<file path="src/rtl/conv_acc_25p.sv">
// rtl/conv_acc_25p.sv - 25-product window reducer with channel accumulation, bias and saturation
//
// Purpose:
//   Takes one 5x5 window of signed fixed-point products per beat, reduces the
//   25 products with a three-stage pipelined adder tree, and accumulates the
//   reduced value over CH_NUM input-channel beats. On the last channel beat
//   the bias is added, the result is clamped to WIDTH bits and emitted as a
//   single-cycle out_valid pulse.
//
//   Products, bias and output all share POINT_WIDTH fractional bits, so the
//   datapath is a plain integer sum with no realignment.
//
// Optional feature:
//   CONV_ACC_RELU_EN - when defined, negative saturated results are replaced
//   by zero before being registered into out_data. Latency is unchanged.
//
// Ports:
//   clk        in   1          rising-edge clock
//   rst        in   1          synchronous reset, active-high
//   in_valid   in   1          inP_25P holds a valid product window
//   inP_25P    in   WIDTH*25   packed products, element 0 at the LSBs
//   bias       in   WIDTH      signed bias, used on the last channel beat only
//   out_valid  out  1          one-cycle pulse when out_data is new
//   out_data   out  WIDTH      saturated signed result
//   busy       out  1          a partial sum is pending (channel count != 0)

module conv_acc_25p #(
  parameter int WIDTH       = 16,
  parameter int POINT_WIDTH = 8,
  parameter int ACC_WIDTH   = 32,
  parameter int CH_NUM      = 6
) (
  input  logic                  clk,
  input  logic                  rst,
  input  logic                  in_valid,
  input  logic [WIDTH*25-1:0]   inP_25P,
  input  logic [WIDTH-1:0]      bias,
  output logic                  out_valid,
  output logic [WIDTH-1:0]      out_data,
  output logic                  busy
);

  // A counter of at least one bit keeps the CH_NUM=1 build legal; in that
  // case the counter simply stays at zero and every beat is the last one.
  localparam int CNT_W = (CH_NUM > 1) ? $clog2(CH_NUM) : 1;

  // Clamp limits expressed at accumulator width so the compare is exact.
  localparam logic signed [ACC_WIDTH-1:0] SAT_MAX =
    {{(ACC_WIDTH-WIDTH+1){1'b0}}, {(WIDTH-1){1'b1}}};
  localparam logic signed [ACC_WIDTH-1:0] SAT_MIN =
    {{(ACC_WIDTH-WIDTH+1){1'b1}}, {(WIDTH-1){1'b0}}};

  // The accumulator must hold 25 * CH_NUM worst-case products plus bias, and
  // the fraction must leave at least a sign bit; reject builds that break this.
  if ((ACC_WIDTH < WIDTH + 5 + $clog2(CH_NUM)) || (POINT_WIDTH >= WIDTH)) begin : gParamCheck
    $error("conv_acc_25p: ACC_WIDTH too small or POINT_WIDTH too large");
  end

  function automatic logic signed [ACC_WIDTH-1:0] sext(input logic [WIDTH-1:0] v);
    return {{(ACC_WIDTH-WIDTH){v[WIDTH-1]}}, v};
  endfunction

  // ---------------------------------------------------------------------------
  // Channel counter
  // ---------------------------------------------------------------------------
  logic [CNT_W-1:0] chCnt;
  logic             isLast;

  assign isLast = (chCnt == CNT_W'(CH_NUM - 1));
  assign busy   = (chCnt != '0);

  // ---------------------------------------------------------------------------
  // Stage 1: five partial sums of five sign-extended products each
  // ---------------------------------------------------------------------------
  logic signed [ACC_WIDTH-1:0] partSum [5];
  logic signed [ACC_WIDTH-1:0] s1Part  [5];
  logic                        s1Valid;
  logic                        s1Last;
  logic        [WIDTH-1:0]     s1Bias;

  always_comb begin
    for (int j = 0; j < 5; j++) begin
      partSum[j] = '0;
      for (int k = 0; k < 5; k++) begin
        partSum[j] = partSum[j] + sext(inP_25P[WIDTH*(5*j+k) +: WIDTH]);
      end
    end
  end

  // ---------------------------------------------------------------------------
  // Stage 2: sum of the five partial sums
  // ---------------------------------------------------------------------------
  logic signed [ACC_WIDTH-1:0] treeSum;
  logic signed [ACC_WIDTH-1:0] s2Sum;
  logic                        s2Valid;
  logic                        s2Last;
  logic        [WIDTH-1:0]     s2Bias;

  always_comb begin
    treeSum = '0;
    for (int j = 0; j < 5; j++) begin
      treeSum = treeSum + s1Part[j];
    end
  end

  // ---------------------------------------------------------------------------
  // Stage 3: accumulate, or finish the frame with bias and saturation
  // ---------------------------------------------------------------------------
  logic signed [ACC_WIDTH-1:0] acc;
  logic signed [ACC_WIDTH-1:0] finalSum;
  logic        [WIDTH-1:0]     satVal;
  logic        [WIDTH-1:0]     resVal;

  // Only meaningful when the stage-2 beat is the last channel of a frame.
  assign finalSum = acc + s2Sum + sext(s2Bias);

  always_comb begin
    if (finalSum > SAT_MAX) begin
      satVal = SAT_MAX[WIDTH-1:0];
    end else if (finalSum < SAT_MIN) begin
      satVal = SAT_MIN[WIDTH-1:0];
    end else begin
      satVal = finalSum[WIDTH-1:0];
    end
`ifdef CONV_ACC_RELU_EN
    resVal = satVal[WIDTH-1] ? '0 : satVal;
`else
    resVal = satVal;
`endif
  end

  // ---------------------------------------------------------------------------
  // Control and accumulator state (cleared by reset)
  // ---------------------------------------------------------------------------
  always_ff @(posedge clk) begin
    if (rst) begin
      chCnt     <= '0;
      s1Valid   <= 1'b0;
      s1Last    <= 1'b0;
      s2Valid   <= 1'b0;
      s2Last    <= 1'b0;
      acc       <= '0;
      out_valid <= 1'b0;
      out_data  <= '0;
    end else begin
      s1Valid <= in_valid;
      s1Last  <= in_valid && isLast;
      if (in_valid) begin
        chCnt <= isLast ? '0 : chCnt + CNT_W'(1);
      end

      s2Valid <= s1Valid;
      s2Last  <= s1Last;

      out_valid <= 1'b0;
      if (s2Valid) begin
        if (s2Last) begin
          out_data  <= resVal;
          out_valid <= 1'b1;
          acc       <= '0;
        end else begin
          acc <= acc + s2Sum;
        end
      end
    end
  end

  // ---------------------------------------------------------------------------
  // Pipeline data registers; qualified by the valid/last tags, so no reset
  // ---------------------------------------------------------------------------
  always_ff @(posedge clk) begin
    if (in_valid) begin
      s1Part <= partSum;
      if (isLast) begin
        s1Bias <= bias;
      end
    end
    s2Sum  <= treeSum;
    s2Bias <= s1Bias;
  end

endmodule

</file>
<file path="config.mk">
export PLATFORM = sky130hd
export DESIGN_NAME = conv_acc_25p
export DESIGN_NICKNAME = d
export VERILOG_FILES = /design/src/rtl/conv_acc_25p.sv
export SDC_FILE = /design/constraint.sdc
export NUM_CORES = 1
export LEC_CHECK = 0
export ABC_AREA = 1
export BUFFER_PORTS_ARGS = -buffer_cell sky130_fd_sc_hd__buf_2
export CAP_MARGIN = 10
export CORE_UTILIZATION = 45
export CTS_BUF_LIST = sky130_fd_sc_hd__clkbuf_4
export CTS_CLUSTER_DIAMETER = 60
export CTS_CLUSTER_SIZE = 8
export DETAILED_ROUTE_END_ITERATION = 6
export MAX_ROUTING_LAYER = met4
export PLACE_DENSITY = 0.7
export SKIP_LAST_GASP = 1
export SLEW_MARGIN = 20
export SYNTH_ARGS = -nofsm -noshare
export SYNTH_HDL_FRONTEND = slang
export SYNTH_SLANG_ARGS = --single-unit
</file>
<file path="constraint.sdc">
create_clock -name clk -period 3.94 [get_ports clk]
set_input_delay 0.197 -clock clk [delete_from_list [all_inputs] [get_ports clk]]
set_output_delay 0.197 -clock clk [all_outputs]
set_load 0.05 [all_outputs]
</file>
# --- Yosys cells after proc, flatten, opt, wreduce, memory -nomap -nowiden ---
# Cells that the tools add are included.
op_classes:
  n_bitwise: 1
  order_cmp: 2
  addsub: 27
  n_eq_ne: 1
  reduce_logical: 5
  n_mux: 5
ops:
  columns: ["cell", "n"]
  rows:
  - ["32-bit adder", 5]
  - ["19-bit by 16-bit adder with 20-bit output", 5]
  - ["18-bit by 16-bit adder with 19-bit output", 5]
  - ["17-bit by 16-bit adder with 18-bit output", 5]
  - ["16-bit by 16-bit adder with 17-bit output", 5]
  - ["32-bit by 16-bit adder with 32-bit output", 1]
  - ["32-bit by 16-bit > comparator with 1-bit output (second input constant)", 1]
  - ["32-bit by 16-bit less-than comparator with 1-bit output (second input constant)", 1]
  - ["16-bit two-way mux", 2]
  - ["32-bit two-way mux", 1]
  - ["2-bit AND reduction", 2]
  - ["3-bit by 1-bit adder with 3-bit output (second input constant)", 1]
  - ["3-bit equality test (second input constant)", 1]
  - ["3-bit two-way mux", 1]
  - ["3-bit nonzero test", 1]
  - ["2-bit OR reduction", 1]
  - ["1-bit logical AND", 1]
  - ["1-bit two-way mux", 1]
  - ["1-bit inverter", 1]
word_totals:
  word_cells: 57
  register_bits: 280
  output_inout_bits: 18

# --- Longest topological paths before layout ---
# Gate-level depths: netlist (run 1).
logic_depth:
  depth_word: 5
  depth_mapped: 31

# --- Worst setup path before layout (run 1) ---
# OpenSTA, ideal clock, no wires.
synth_timing:
  path_kind: "register to register"
  from: "register acc[0]"
  to: "register out_data[10]"
  arrival_time_ns: 3.819
  synth_period_minus_slack_ns: 3.941
  path_stages_with_launch: 28
  setup_slack_ns: -0.001
  cell_sequence: "dfxtp_1 -> ha_1 -> inv_1 -> fa_1 -> o21ai_2 -> a21oi_1 -> o21bai_1 -> a21oi_1 -> o21ai_0 -> nand3_1 -> nand2_1 -> nand2_1 -> and2_1 -> ha_1 -> nand2_1 -> nor2_1 -> inv_1 -> nor2_1 -> and2_1 -> nand2_1 -> nand3_1 -> nand2_1 -> nor2_1 -> and2_1 -> nand3_2 -> a21oi_4 -> buf_8 -> a21oi_2"
synth_via:
  elab_chain_len: 5
synth_rtl:
  columns: ["element", "line_no", "source"]
  rows:
  - ["from (decl)", "109", "logic signed [ACC_WIDTH-1:0] acc;"]
  - ["from (signal assigned)", "162", "acc <= acc + s2Sum;"]
  - ["32-bit adder (*)", "115", "assign finalSum = acc + s2Sum + sext(s2Bias);"]
  - ["32-bit by 16-bit adder with 32-bit output (*)", "115", null]
  - ["32-bit by 16-bit less-than comparator with 1-bit output", "120", "end else if (finalSum < SAT_MIN) begin"]
  - ["16-bit two-way mux", "120", null]
  - ["16-bit two-way mux (*)", "118", "if (finalSum > SAT_MAX) begin"]
  - ["to (signal assigned)", "158", "out_data <= resVal;"]
  - ["to (decl)", "39", "output logic [WIDTH-1:0] out_data,"]
# Every way passes the cells marked *; elsewhere a longest branch is shown, timed or not.
# A chain may end at the register's enable or synchronous reset.

# --- Worst setup path after layout (run 1) ---
layout_timing:
  from: "register acc[0]"
  to: "register out_data[14]"
# Same word-level chain as after synthesis.

==> results of run 1 <==
## layout make-up
cell class | count | area, um2
Fill cell | 4195 | 19600
Multi-Input combinational cell | 1847 | 16300
Sequential cell | 220 | 5570
Timing Repair Buffer | 707 | 4340
Inverter | 274 | 1030
Tap cell | 656 | 821
Clock buffer | 55 | 413
Clock inverter | 6 | 55.1
Antenna cell | 1 | 2.50
## metrics by stage
| step | setup TNS (ps) | utilization (%) | hold slack, ps | cell area, um2 |
|---|---|---|---|---|
| floorplan | 0 | - | 296 | 22200 |
| global placement | -10470 | 55.7 | 333 | 26800 |
| detailed placement | -11900 | 55.7 | 331 | 26800 |
| CTS | -2900 | 58.4 | 22.7 | 28100 |
| global route | -6170 | 59.3 | 64.4 | 28500 |
| finish | -2120 | 59.3 | 78.0 | 28500 |
## what timing repair did
action	4_1_cts	5_1_grt
resized for setup	104	89
endpoints found under the hold margin	27	0
gates cloned	2	0
hold buffers	27	0
setup endpoints to repair	26	31
setup buffers	9	5
pin swaps	42	47
## routing by layer
layer	vias up	track usage, %
met3	95	2.27
met5	-	-
li1	9215	-
met1	8983	29.2
met2	409	47.8
met4	0	8.06
## worst max-delay path, stage by stage (launching register included)
cell and delay [ps]:
dfxtp_2 360, ha_4 140, inv_2 40, fa_2 360, o21ai_4 200, nand2_1 80
nand3_2 130, buf_4 130, xor2_1 380, ha_1 380, nand2_1 100, nand2_1 70
nand2_1 60, nand2_1 110, nand2_1 90, nand2_1 100, inv_1 90, nand3_1 70
nand2_1 60, nand2_1 90, nor2_1 150, nand3_2 110, nor2_4 130, nand3_4 90
a21oi_4 220, clkbuf_16 210, a21oi_2 50
## cells by family (layout without fill, tap and decap cells)
family,after synthesis,count (layout),share of synthesized area [%]
flops,220,220,25.1
fa+ha+maj,501,501,38.9
other cells,0,1,0
simple gates,834,835,16.0
xor+xnor,137,137,5.41
compound gates,374,374,9.55
buf+inv,288,1042,5.00
## worst paths after layout
| kind | end | cells after the start | slack, ps |
|---|---|---|---|
| setup / recovery | out_data[14] | 26 | -160 |
| setup reg to reg | out_data[14] | 26 | -160 |
| hold / removal | s1Part[97] | 4 | 80 |
| hold reg to reg | s2Bias[0] | 0 | 350 |
## flip-flops by register name (all words and copies together), names as in the netlist
signal / cells
acc: 32
chCnt: 3
out_data: 16
out_valid: 1
s1Bias: 16
s1Last: 1
s1Part: 100
s1Valid: 1
s2Bias: 16
s2Last: 1
s2Sum: 32
s2Valid: 1
## layout by cell type (no fill, tap or decap), drive strengths merged, types with 28 or more instances in the layout
cell type  netlist  final
fa             314    314
edfxtp         116    116
inv            272    275
buf              3    679
nand2          555    556
clkbuf          11     56
nor2           138    138
nand3           79     79
xnor2           40     40
o21ai           98     98
xor2            97     97
nand4           28     28
dfxtp          104    104
ha             187    187
a21oi          207    207
==> flow_summary.toml, run 1 <==
[drt]
wl_met3_mm = 1.89
wl_met2_mm = 33.6
maxUsedRoutingLayer = "met4"
drt-pass1-iter-count = 5
wirelength_mm = 62.5
ant_nets = 0
wl_met1_mm = 25.1
vias = 18700
drt-wirelength-per-cell_um = 16.6
viasPerCell = 4.97
drc = 0
drtIter0Drc = 1035

[floorplanning]
start_util_pct = 46.0
dieArea_mm2 = 0.0502
num_rows = 80
io_pins = 437
die_w_um = 224
core_area_mm2 = 0.0481
fp.dieH_um = 224

[worst_setup_path]
startpoint = "acc[0]"
cp_max_fo = 7
startpoint_type = "flop"
cp.required_ps = 4530
timing.rr.start = "acc[0]"
endpoint_kind = "flop"
worstPathArrival_ps = 4700
critPathKind = "reg2reg"

[global_routing]
grt_max_degree = 49
grt-ovfl-total = 0
gr-usage-all-layers_pct = 25.8
grt_pass1_vias = 19800
grt_pass1_wl_mm = 98.3
antenna_found_initial = 1

[synthesis]
syn_area_per_cell_um2 = 9.42
syn_area_mm2 = 0.0222
seq_area_frac_synth_pct = 25.1
ys_async_sr_fraction_pct = 0
synth_ff_type = "edfxtp_1"
synth_most_common_cell = "nand2_1"
synth_top_area_share_pct = 28.4
yosysTopAreaCell = "fa_1"
synth_edf_count = 116
netlist_top_cells_count = "nand2_1, fa_1, inv_1"
postSynthCellCount = 2354
ys_warn_count = 0
synth.top_cells.by_area = "fa_1, edfxtp_1, ha_1, dfxtp_1, nand2_1"
synth.distinct_cells = 53
synth_nets = 3274
ys_seq_elements = 220

[timing]
skew_ps = 50.2
finalSetupViolCount = 15
tightest_slew_ps = 930
rsz0062_at_grt = "yes"
maxSlewViolCount = 0
slew_headroom_pct = 38.0
fin_crit_sh_pct = 104
worst_slack_ps = -164
fmax_mhz = 244
finalCriticalPeriod_ps = 4100
final_hold_viol_count = 0

[finish]
final_cell_count_no_fill = 3766
nets = 4005
syn_to_final_growth_pct = 28.8
drive_above_1_share_pct = 31.1

[placed_design]
post-place-ws_ps = -514
dp_cells = 3661
io_buffers = 436
post-dp-hpwl_mm = 54.2
place.gp.congestion = 0.912

[cts]
htreeDepth = 2
cts_sinks = 220
cts_root_buf = "clkbuf_4"
cts_buffer_depth = 3
clk_latency_ps = 710
cts_tree = "done"
clk_pin_slew_ps = 90
numCtsBuffers = 35

[run_status]
violations = "negative setup slack"
outcome = "finished with violations"

[job]
drv_cap = 0

[hold_path]
min_path_type = "in2reg"
hold_path.startpoint = "inP_25P[128]"
Power of run 1 is left out: the tool's default activity adds up to more than one toggle a clock period on the data nets, which glitch-free logic cannot reach.
==> inputs of run 2 (changes only) <==
--- a/config.mk
+++ b/config.mk
@@ -11,9 +11,9 @@
 export CORE_UTILIZATION = 45
 export CTS_BUF_LIST = sky130_fd_sc_hd__clkbuf_4
 export CTS_CLUSTER_DIAMETER = 60
-export CTS_CLUSTER_SIZE = 8
+export CTS_CLUSTER_SIZE = 40
 export DETAILED_ROUTE_END_ITERATION = 6
-export MAX_ROUTING_LAYER = met4
+export GPL_TIMING_DRIVEN = 0
 export PLACE_DENSITY = 0.7
 export SKIP_LAST_GASP = 1
 export SLEW_MARGIN = 20
==> flow_summary.toml, run 2 (same netlist as run 1, synthesis figures left out) <==
[run_status]
outcome = "finished with violations"
violations = "negative setup slack"

[floorplanning]
io_pins = 437
start_util_pct = 46.0
dieArea_mm2 = 0.0502
num_rows = 80
die_w_um = 224
fp.dieH_um = 224
core_area_mm2 = 0.0481

[drt]
ant_nets = 0
viasPerCell = 5.04
wirelength_mm = 61.7
drt-pass1-iter-count = 5
drtIter0Drc = 879
drt-wirelength-per-cell_um = 17.2
drc = 0
vias = 18100

[finish]
num-fill-cells = 4166
regArea_mm2 = 0.00558
final_cell_mix = "nand2_1, buf_2, fa_1"
nets = 3833
final_common_cell = "nand2_1"
largest_reg_flops = 100
top_regs = "s1Part x100, acc x32, s2Sum x32"
drive_above_1_share_pct = 28.6
multi_input_area_mm2 = 0.0167
syn_to_final_growth_pct = 25.1
largest_register = "s1Part"

[placed_design]
place.gp.congestion = 0.923
post-dp-hpwl_mm = 52.9
io_buffers = 436

[global_routing]
grt_max_degree = 64
grt-ovfl-total = 0
grt_pass1_vias = 19200
grt_pass1_wl_mm = 96.4
gr-usage-all-layers_pct = 24.6
antenna_found_initial = 5

[cts]
numCtsBuffers = 22
clk_latency_ps = 760
cts_root_buf = "clkbuf_4"
cts_sinks = 220
htreeDepth = 1
clk_pin_slew_ps = 160
cts_buffer_depth = 3
cts_tree = "done"

[worst_setup_path]
critical-path-top-delay-family = "compound AO/OA/AOI/OAI gates"
max_stage_delay_ps = 400
path_buf_inv = 6
startpoint_type = "flop"
critPathSlowestCell = "dfxtp_4"
reg2reg_slack_ps = -300
endpoint_kind = "flop"
cpMostUsedCell = "a21oi_4"
critPathKind = "reg2reg"
cp_max_fo = 5
worstPathArrival_ps = 4890
cp.required_ps = 4590

[timing]
hold_ws_ps = 63.2
tns_ps = -4420
worst_slack_ps = -301
final_hold_viol_count = 0
rsz0062_at_grt = "yes"
fin_crit_sh_pct = 108
fmax_mhz = 236
finalCriticalPeriod_ps = 4240
slew_headroom_pct = 21.2
tightest_slew_ps = 1180
skew_ps = 77.0
maxSlewViolCount = 0
finalSetupViolCount = 16

[job]
drv_cap = 0

[hold_path]
min_path_type = "in2reg"
==> run 2: cell types whose count changed in the layout (fill, tap and decap cells not counted), sizes merged <==
cell | before | now
inv | 275 | 279
bufinv | 1 | 4
dlygate4sd3 | 27 | 31
nand2 | 556 | 555
buf | 679 | 506
clkbuf | 56 | 36
clkinv | 4 | 6
==> run 2: final timing paths <==
check | to | cells after the start | startpoint
max reg2reg | out_data[5] | 27 | acc[0]
min | s1Part[1] | 4 | inP_25P[368]
max | out_data[5] | 27 | acc[0]
min reg2reg | s2Bias[6] | 0 | s1Bias[6]
==> run 2: area by class of cell <==
cell class,count,share of cell area (%)
Tap cell,656,2.96
Sequential cell,220,20.1
Buffer,14,0.289
Clock buffer,24,0.650
Antenna cell,1,0.00903
Inverter,274,3.73
Timing Repair Buffer,535,11.1
Multi-Input combinational cell,1846,60.2
Clock inverter,15,0.876
==> run 2: what timing repair did <==
action                     CTS  global route
pin swaps                   42            61
buffers inserted            40            27
setup endpoints to repair   35            31
gates resized for setup    128           165
hold endpoints to repair    74             0
gates cloned                 1             1
hold buffers                31             0
==> run 2: worst reg2reg max path, stage by stage (launching register included) <==
cell	delay [ps]
dfxtp_4	400
ha_4	140
inv_2	40
fa_2	370
o21ai_4	220
a21oi_2	110
o21bai_4	180
a21oi_4	100
o21ai_4	200
buf_6	140
xor2_4	220
ha_4	270
nand2_4	100
inv_2	60
a21oi_4	170
buf_4	140
nand3_2	110
nand2_2	120
nand2_1	60
nand2_1	70
nand2_2	60
nor2_1	110
and2_4	160
nand3_4	90
a21oi_4	190
buf_12	130
buf_8	120
a21oi_2	50
==> run 2: through the flow <==
step / std cells / setup WS [ps] / cell area (um2) / utilization [%]
4_1_cts: 3558 / -333 / 26800 / 55.7
6_report: 3585 / -301 / 27700 / 57.6
3_3_place_gp: 3446 / -1130 / 25200 / 52.3
5_1_grt: 3585 / -553 / 27700 / 57.6
2_1_floorplan: 2354 / 48.0 / 22200 / -
3_5_place_dp: 3447 / -1120 / 25200 / 52.4
==> run 2: layer usage <==
metal | global-route usage, % | vias up | routed length (um)
met5 | 0 | - | 59
met4 | 9.28 | 8 | 2520
met3 | 2.57 | 119 | 2070
met2 | 46.4 | 447 | 32500
met1 | 28.4 | 8638 | 24600
li1 | - | 8850 | -
Power of run 2 is left out for the same reason.
==> inputs of run 3 (changes only) <==
--- a/config.mk
+++ b/config.mk
@@ -15,6 +15,7 @@
 export DETAILED_ROUTE_END_ITERATION = 6
 export GPL_TIMING_DRIVEN = 0
 export PLACE_DENSITY = 0.7
+export RECOVER_POWER = 50
 export SKIP_LAST_GASP = 1
 export SLEW_MARGIN = 20
 export SYNTH_ARGS = -nofsm -noshare
==> flow_summary.toml, run 3 (same netlist as run 1, synthesis figures left out) <==
[timing]
fmax_mhz = 237
finalSetupViolCount = 16
skew_ps = 74.1
slew_headroom_pct = -58.6
finalCriticalPeriod_ps = 4230
maxSlewViolCount = 41
fin_crit_sh_pct = 107
rsz0062_at_grt = "yes"
worst_slack_ps = -288
hold_ws_ps = 64.2
tightest_slew_ps = 2380
final_hold_viol_count = 0

[run_status]
outcome = "finished with violations"
violations = "max-capacitance violations, max-slew violations, negative setup slack"

[worst_setup_path]
cp_max_fo = 5
worstPathArrival_ps = 4870
max_stage_delay_ps = 400
endpoint_kind = "flop"
path_buf_inv = 6
startpoint_type = "flop"
cp.required_ps = 4590
cpMostUsedCell = "a21oi_4"
critical-path-top-delay-family = "compound AO/OA/AOI/OAI gates"
critPathKind = "reg2reg"
critPathSlowestCell = "dfxtp_4"

[drt]
drt-wirelength-per-cell_um = 17.2
drtIter0Drc = 928
wirelength_mm = 61.8
vias = 18100
ant_nets = 0
viasPerCell = 5.04
drt-pass1-iter-count = 5
drc = 0

[global_routing]
antenna_found_initial = 5
grt-ovfl-total = 0
gr-usage-all-layers_pct = 24.6
grt_pass1_wl_mm = 96.4
grt_max_degree = 64
grt_pass1_vias = 19200

[cts]
clk_pin_slew_ps = 160
htreeDepth = 1
clk_latency_ps = 760
cts_buffer_depth = 3
cts_tree = "done"
cts_sinks = 220
cts_root_buf = "clkbuf_4"
numCtsBuffers = 22

[finish]
top_regs = "s1Part x100, acc x32, s2Sum x32"
largest_reg_flops = 100
final_common_cell = "nand2_1"
final_cell_mix = "nand2_1, buf_2, fa_1"
nets = 3833
syn_to_final_growth_pct = 24.9
largest_register = "s1Part"
drive_above_1_share_pct = 27.8

[placed_design]
place.gp.congestion = 0.923
io_buffers = 436
post-dp-hpwl_mm = 52.9

[floorplanning]
num_rows = 80
fp.dieH_um = 224
start_util_pct = 46.0
io_pins = 437
dieArea_mm2 = 0.0502
core_area_mm2 = 0.0481
die_w_um = 224

[hold_path]
min_path_type = "in2reg"

[job]
drv_cap = 1
-- run 3: changes by cell type in the layout (fill, tap and decap cells not counted), sizes merged --
cell and change:
buf -22, clkbuf +22
-- run 3: layout make-up --
cell class / instances / area, um2
well taps: 656 / 821
clock buffers: 24 / 180
repair buffers: 535 / 3050
clock inverters: 15 / 243
flip-flops and latches: 220 / 5580
multi-input cells: 1846 / 16700
plain buffers: 14 / 80.1
diodes: 1 / 2.50
inverters: 274 / 1030
fillers: 4177 / 20500
-- run 3: metrics by stage --
step           setup slack (ps)  std cells  area [um2]  TNS, ps  utilization (%)
6_report                   -288       3585       27700    -4280             57.5
5_1_grt                    -553       3585       27700    -9030             57.5
4_1_cts                    -333       3558       26800    -4870             55.7
3_5_place_dp              -1120       3447       25200   -29680             52.4
3_3_place_gp              -1130       3446       25200   -27760             52.3
2_1_floorplan              48.0       2354       22200        0                -
-- run 3: metal layers --
| metal | part of all wire (%) | up-vias | track usage [%] |
|---|---|---|---|
| met4 | 4.1 | 8 | 9.28 |
| met2 | 53 | 447 | 46.4 |
| met5 | 0.097 | - | 0 |
| met1 | 40 | 8644 | 28.4 |
| met3 | 3.4 | 120 | 2.57 |
| li1 | - | 8852 | - |
-- run 3: final timing paths --
check | start | end | slack (ps) | depth (start not counted)
setup reg to reg | acc[0] | out_data[5] | -290 | 27
setup / recovery | acc[0] | out_data[5] | -290 | 27
hold / removal | inP_25P[368] | s1Part[1] | 60 | 4
hold reg to reg | s1Bias[14] | s2Bias[14] | 370 | 0
-- run 3: worst register-to-register path, cell delays in order, from the launching register on --
cell and delay (ps):
dfxtp_4 400, ha_4 140, inv_2 40, fa_2 370, o21ai_4 220, a21oi_2 110, o21bai_4 180, a21oi_4 100
o21ai_4 200, buf_6 140, xor2_4 220, ha_4 270, nand2_4 100, inv_2 60, a21oi_4 170, buf_4 140
nand3_2 110, nand2_2 110, nand2_1 60, nand2_1 70, nand2_2 60, nor2_1 110, and2_4 160, nand3_4 90
a21oi_4 190, buf_12 130, buf_8 120, a21oi_2 50
-- run 3: timing repair --
action                                  in CTS  in global routing
hold buffers                                31                  0
cloned                                       1                  1
hold endpoints to repair                    74                  0
pin swaps                                   42                 61
gates resized for setup                    128                165
setup buffers                               40                 27
endpoints found under the setup margin      35                 31
Power of run 3 is left out for the same reason.
